File: config.mk
export PLATFORM = sky130hd
export DESIGN_NAME = regfile_mp
export DESIGN_NICKNAME = d
export VERILOG_FILES = /design/src/rtl/regfile_pkg.sv /design/src/rtl/regfile_scoreboard.sv /design/src/rtl/regfile_mp.sv
export SDC_FILE = /design/constraint.sdc
export NUM_CORES = 2
export LEC_CHECK = 0
export BUFFER_PORTS_ARGS = -buffer_cell sky130_fd_sc_hd__clkbuf_2
export CORE_MARGIN = 2
export CORE_UTILIZATION = 57
export CTS_CLUSTER_DIAMETER = 120
export DETAILED_ROUTE_END_ITERATION = 8
export GPL_TIMING_DRIVEN = 0
export PLACE_DENSITY_LB_ADDON = 0.05
export SYNTH_ARGS = -nofsm -noshare
export SYNTH_HDL_FRONTEND = slang
export SYNTH_SLANG_ARGS = --single-unit
File: constraint.sdc
create_clock -name clk -period 4.7 [get_ports clk]
set_input_delay 0.235 -clock clk [delete_from_list [all_inputs] [get_ports clk]]
set_output_delay 0.235 -clock clk [all_outputs]
set_load 0.1 [all_outputs]
File: src/rtl/regfile_pkg.sv
// regfile_pkg: shared constants, register word type and pending-vector popcount
package regfile_pkg;
    localparam int XLEN_DEF = 32;
    localparam int NREGS_DEF = 32;
    localparam int POP_W = 256;
    typedef logic [XLEN_DEF-1:0] word_t;
    function automatic int unsigned popcount(input logic [POP_W-1:0] v);
        int unsigned n;
        n = 0;
        for (int i = 0; i < POP_W; i++) n += int'(v[i]);
        return n;
    endfunction
endpackage

File: src/rtl/regfile_scoreboard.sv
// regfile_scoreboard: per-register pending bits (issue sets, writeback clears, set wins)
// and a registered count of pending registers.
module regfile_scoreboard
    import regfile_pkg::*;
#(
    parameter int NREGS = NREGS_DEF,
    parameter int NWR = 1,
    parameter int AW = $clog2(NREGS)
) (
    input  logic                   clk,
    input  logic                   reset_n,
    input  logic [NWR-1:0]         we_i,
    input  logic [NWR-1:0][AW-1:0] wa_i,
    input  logic                   iss_en_i,
    input  logic [AW-1:0]          iss_rd_i,
    output logic [NREGS-1:0]       pend_o,
    output logic [AW:0]            pend_cnt_o
);
    localparam int CW = AW + 1;
    logic [NREGS-1:0] pend_q, pend_d;
    logic [POP_W-1:0] pend_ext;
    logic [AW:0] cnt_q;
    always_comb begin
        pend_d = pend_q;
        for (int i = 0; i < NWR; i++)
            if (we_i[i]) pend_d[wa_i[i]] = 1'b0;
        if (iss_en_i) pend_d[iss_rd_i] = 1'b1;
        pend_d[0] = 1'b0;
        pend_ext = '0;
        pend_ext[NREGS-1:0] = pend_d;
    end
    always_ff @(posedge clk or negedge reset_n) begin
        if (!reset_n) begin
            pend_q <= '0;
            cnt_q <= '0;
        end else begin
            pend_q <= pend_d;
            cnt_q <= CW'(popcount(pend_ext));
        end
    end
    assign pend_o = pend_q;
    assign pend_cnt_o = cnt_q;
endmodule

File: src/rtl/regfile_mp.sv
// regfile_mp: multi-port register file (reg 0 hardwired to zero) with RAW scoreboard.
// Define REGFILE_BYPASS_EN to forward same-cycle write data to the read ports.
module regfile_mp
    import regfile_pkg::*;
#(
    parameter int XLEN = XLEN_DEF,
    parameter int NREGS = NREGS_DEF,
    parameter int NRD = 2,
    parameter int NWR = 1,
    localparam int AW = $clog2(NREGS)
) (
    input  logic                     clk,
    input  logic                     reset_n,
    input  logic [NRD-1:0][AW-1:0]   ra,
    output logic [NRD-1:0][XLEN-1:0] rd,
    output logic [NRD-1:0]           rdy,
    input  logic [NWR-1:0]           we,
    input  logic [NWR-1:0][AW-1:0]   wa,
    input  logic [NWR-1:0][XLEN-1:0] wd,
    input  logic                     iss_en,
    input  logic [AW-1:0]            iss_rd,
    output logic [AW:0]              pend_cnt
);
    logic [XLEN-1:0] regs_q [NREGS];
    logic [XLEN-1:0] regs_d [NREGS];
    logic [NREGS-1:0] pend;

    regfile_scoreboard #(.NREGS(NREGS), .NWR(NWR), .AW(AW)) u_sb (
        .clk(clk),
        .reset_n(reset_n),
        .we_i(we),
        .wa_i(wa),
        .iss_en_i(iss_en),
        .iss_rd_i(iss_rd),
        .pend_o(pend),
        .pend_cnt_o(pend_cnt)
    );

    // later ports overwrite earlier ones, so the highest index wins a collision
    always_comb begin
        regs_d = regs_q;
        for (int i = 0; i < NWR; i++)
            if (we[i]) regs_d[wa[i]] = wd[i];
        regs_d[0] = '0;
    end

    always_ff @(posedge clk or negedge reset_n) begin
        if (!reset_n) regs_q <= '{default: '0};
        else regs_q <= regs_d;
    end

    always_comb begin
        for (int j = 0; j < NRD; j++) begin
            rd[j] = regs_q[ra[j]];
            rdy[j] = ~pend[ra[j]];
`ifdef REGFILE_BYPASS_EN
            for (int i = 0; i < NWR; i++)
                if (we[i] && wa[i] == ra[j] && ra[j] != '0) begin
                    rd[j] = wd[i];
                    rdy[j] = !(iss_en && iss_rd == ra[j]);
                end
`endif
        end
    end
endmodule
==> results_dict.tcl <==
set metrics [dict create \
    fin_ws_ns -0.2809 \
    maxSlewViolCount 0 \
    routedWlPerCell_um 33.81 \
    start_util 0.5760 \
    outcome "complete, but fails checks" \
    yosysWarnings 0 \
    drive_above_1_share 0.4495 \
    worst-setup-path-type "in2reg" \
    synthCells 3882 \
    power.share.sequential 0.384 \
    p_int_w 0.02111 \
    seq_area_frac_synth 0.4616 \
    maxCapViolCount 0 \
    violations "negative setup slack" \
    whs_ns 0.01371 \
    fmax_ghz 0.2008 \
    worst_slew_pin_slew_ns 1.408 \
    die_y_um 316.8 \
    final_nets 4257 \
    grt_setup_unrepaired "true" \
    syn2layout_area_growth_pct 12.43 \
    leakage_nw 27.62 \
    place_congestion 0.9629 \
    cts_root_buf "clkbuf_16" \
    rr_startpoint "u_sb.pend_o[2]$_DFF_PN0_" \
    synth_area_mm2 0.05578 \
    whs_path_depth 3 \
    synth_edf_count 0 \
    worst_skew_pair.late_latency_ns 0.72 \
    firstDrtPassIters 6 \
    placed_area_mm2 0.05834 \
    p_sw_w 0.01029 \
    die_x_um 316.8 \
    clkTransAtPathRegs_ns 0.06 \
    grt_max_degree 111 \
    clock_power_share 0.296 \
    hp-class "in2reg" \
    ant_nets 0 \
    startpoint "wa[0]" \
    cts_buffers 114 \
    fillers 7320 \
    place.detailed.hpwl_um 135800 \
    worstSetupEndpointType "flip-flop" \
    grt-ovfl-total 0 \
    core_area_mm2 0.09685 \
    finalSetupTns_ns -0.7337 \
    fin_crit_sh 1.060 \
    grt_pass1_vias 38667 \
    cts_htree_levels 3 \
    rows 114 \
    grt_use_total 0.3758 \
    synthArstFlopShare 1.000 \
    cellPowerDensity_mw_per_mm2 500.6 \
    clock_skew_ns 0.005018 \
    slew_headroom 0.05937 \
    portBuffers 116 \
    cts_tree "done" \
    min_from "iss_rd[1]" \
    setup_viol 5 \
    antenna_found_initial 6 \
    drt_wl_total_um 187200 \
    synth_cell_type_count 46 \
    vdd_drop_max_v 0.001566 \
    grt_first_pass_wirelength_um 267800 \
    drc 0 \
    syn-mean-instance-area_um2 14.37 \
    synth_ff_type "dfrtp_1" \
    multiInputGateArea_mm2 0.02812 \
    reg2reg_depth 15 \
    min_period_ns 4.981 \
    crit_path_max_fanout 10 \
    io_pins 128 \
    via_per_inst 6.908 \
    startpoint_type "input pin" \
    swShare 0.3277 \
    fin_area_mm2 0.06272 \
    hold_viol_final 0 \
    clock-sinks 1029 \
    drtIter0Drc 4583 \
    clockBufferDepth 3 \
    ys_ff_latch 1029 \
    arrival_ns 5.63 \
    fp.dieArea_mm2 0.1004 \
    critPathRequiredTime_ns 5.34 \
    pwr-share-comb 0.320 \
    vias 38251 \
    regArea_mm2 0.02575 \
    synth_nets 3970 \
]
[timing repair]
| action | CTS | global route |
|---|---|---|
| setup endpoints to repair | 5 | 5 |
| pin swaps | 6 | 2 |
| gates resized for setup | 15 | 8 |
| setup buffers | 3 | 5 |
| hold endpoints to repair | 127 | 0 |
| hold buffers | 37 | 0 |
[final cells by class]
class                           count  share of cell area
Antenna cell                        1          0.00003990
Buffer                            419             0.03092
Clock buffer                      164             0.05344
Clock inverter                     43            0.008099
Inverter                           41            0.002454
Multi-Input combinational cell   2393              0.4484
Sequential cell                  1029              0.4106
Tap cell                         1276             0.02546
Timing Repair Buffer              171             0.02065
[synthesized netlist by cell type, types with 64 or more instances]
cell type	number	area share
buf_2	133	0.012
a21oi_1	67	0.0060
mux2i_1	131	0.024
mux2_2	994	0.20
clkbuf_1	222	0.015
nand2_1	108	0.0073
a22o_1	214	0.034
o221ai_1	64	0.010
mux4_2	398	0.16
dfrtp_1	1029	0.46
o31ai_1	64	0.0086
mux2_1	66	0.013
[final timing paths]
path	endpoint	slack (ns)
max	u_sb.pend_cnt_o[4]$_DFF_PN0_	-0.28
min	u_sb.pend_o[21]$_DFF_PN0_	0.01
max reg2reg	u_sb.pend_cnt_o[4]$_DFF_PN0_	-0.25
min reg2reg	regs_q[562]$_DFFE_PN0P_	0.50
max in group asynchronous	regs_q[76]$_DFFE_PN0P_	2.00
min in group asynchronous	regs_q[540]$_DFFE_PN0P_	0.20
[layout by cell type (no fill, tap or decap), drive strengths merged, types with 28 or more instances in the layout]
master       synthesis  layout
mux2              1060    1060
dfrtp             1029    1029
clkbuf             222     503
mux4               398     398
a22o               214     214
buf                197     214
mux2i              131     131
nand2              108     108
o21ai               70      70
a21oi               67      67
o221ai              64      64
o31ai               64      64
inv                 40      44
nor2b               39      39
dlygate4sd3          0      37
and3                35      35
a211oi              32      32
clkinv               1      28
[power groups by stage]
stage	Clock, W	Sequential, W	Combinational (W)
CTS	0.00933	0.0120	0.00995
floorplan	0	0.0118	0.00742
global route	0.00970	0.0122	0.0110
finish	0.00929	0.0121	0.0100
detailed placement	0	0.0121	0.00953
global placement	0	0.0121	0.00927
[worst max-delay path, cell delays in order]
cell	delay, ns
clkbuf_8	0.14
and3_1	0.18
clkbuf_2	0.23
nand2_2	0.25
buf_2	0.35
a22o_1	0.22
inv_1	0.06
fa_1	0.46
fa_1	0.52
fa_1	0.45
fa_1	0.55
inv_1	0.05
fa_1	0.50
fa_2	0.47
ha_4	0.18
fa_2	0.34
a21o_1	0.18
a21oi_2	0.13
xnor2_1	0.12
[through the flow]
stage	total power (W)	setup slack, ns	cells	util
after global placement	0.02136	-22.26	5274	0.5995
after global routing	0.03297	-0.4151	5536	0.6476
after detailed placement	0.02166	-1.207	5284	0.6024
final	0.03140	-0.2809	5537	0.6476
after floorplan	0.01924	-0.5646	3882	-
after CTS	0.03127	-0.2564	5531	0.6470
[registers in the layout, summed over array words and instances (netlist names)]
name and cells:
u_sb.pend_o 31, u_sb.pend_cnt_o 6, regs_q 992
[routing by layer]
metal	track usage	part of all wire	vias to the layer above
li1	-	-	15518
met1	0.5372	0.41	20414
met2	0.5622	0.45	1902
met3	0.09450	0.099	417
met4	0.1366	0.039	0
met5	0	0	-
[cell families after synthesis]
family | after synthesis | share of synthesized area
AO/OA/AOI/OAI | 534 | 0.07200
XOR/XNOR | 3 | 0.0004711
adder cells (fa/ha/maj) | 32 | 0.01027
buffers and inverters | 460 | 0.03642
flip-flops | 1029 | 0.4616
multiplexers | 1589 | 0.3982
AND/OR/NAND/NOR | 235 | 0.02108
No activity file was read; power rests on OpenSTA's default activity.
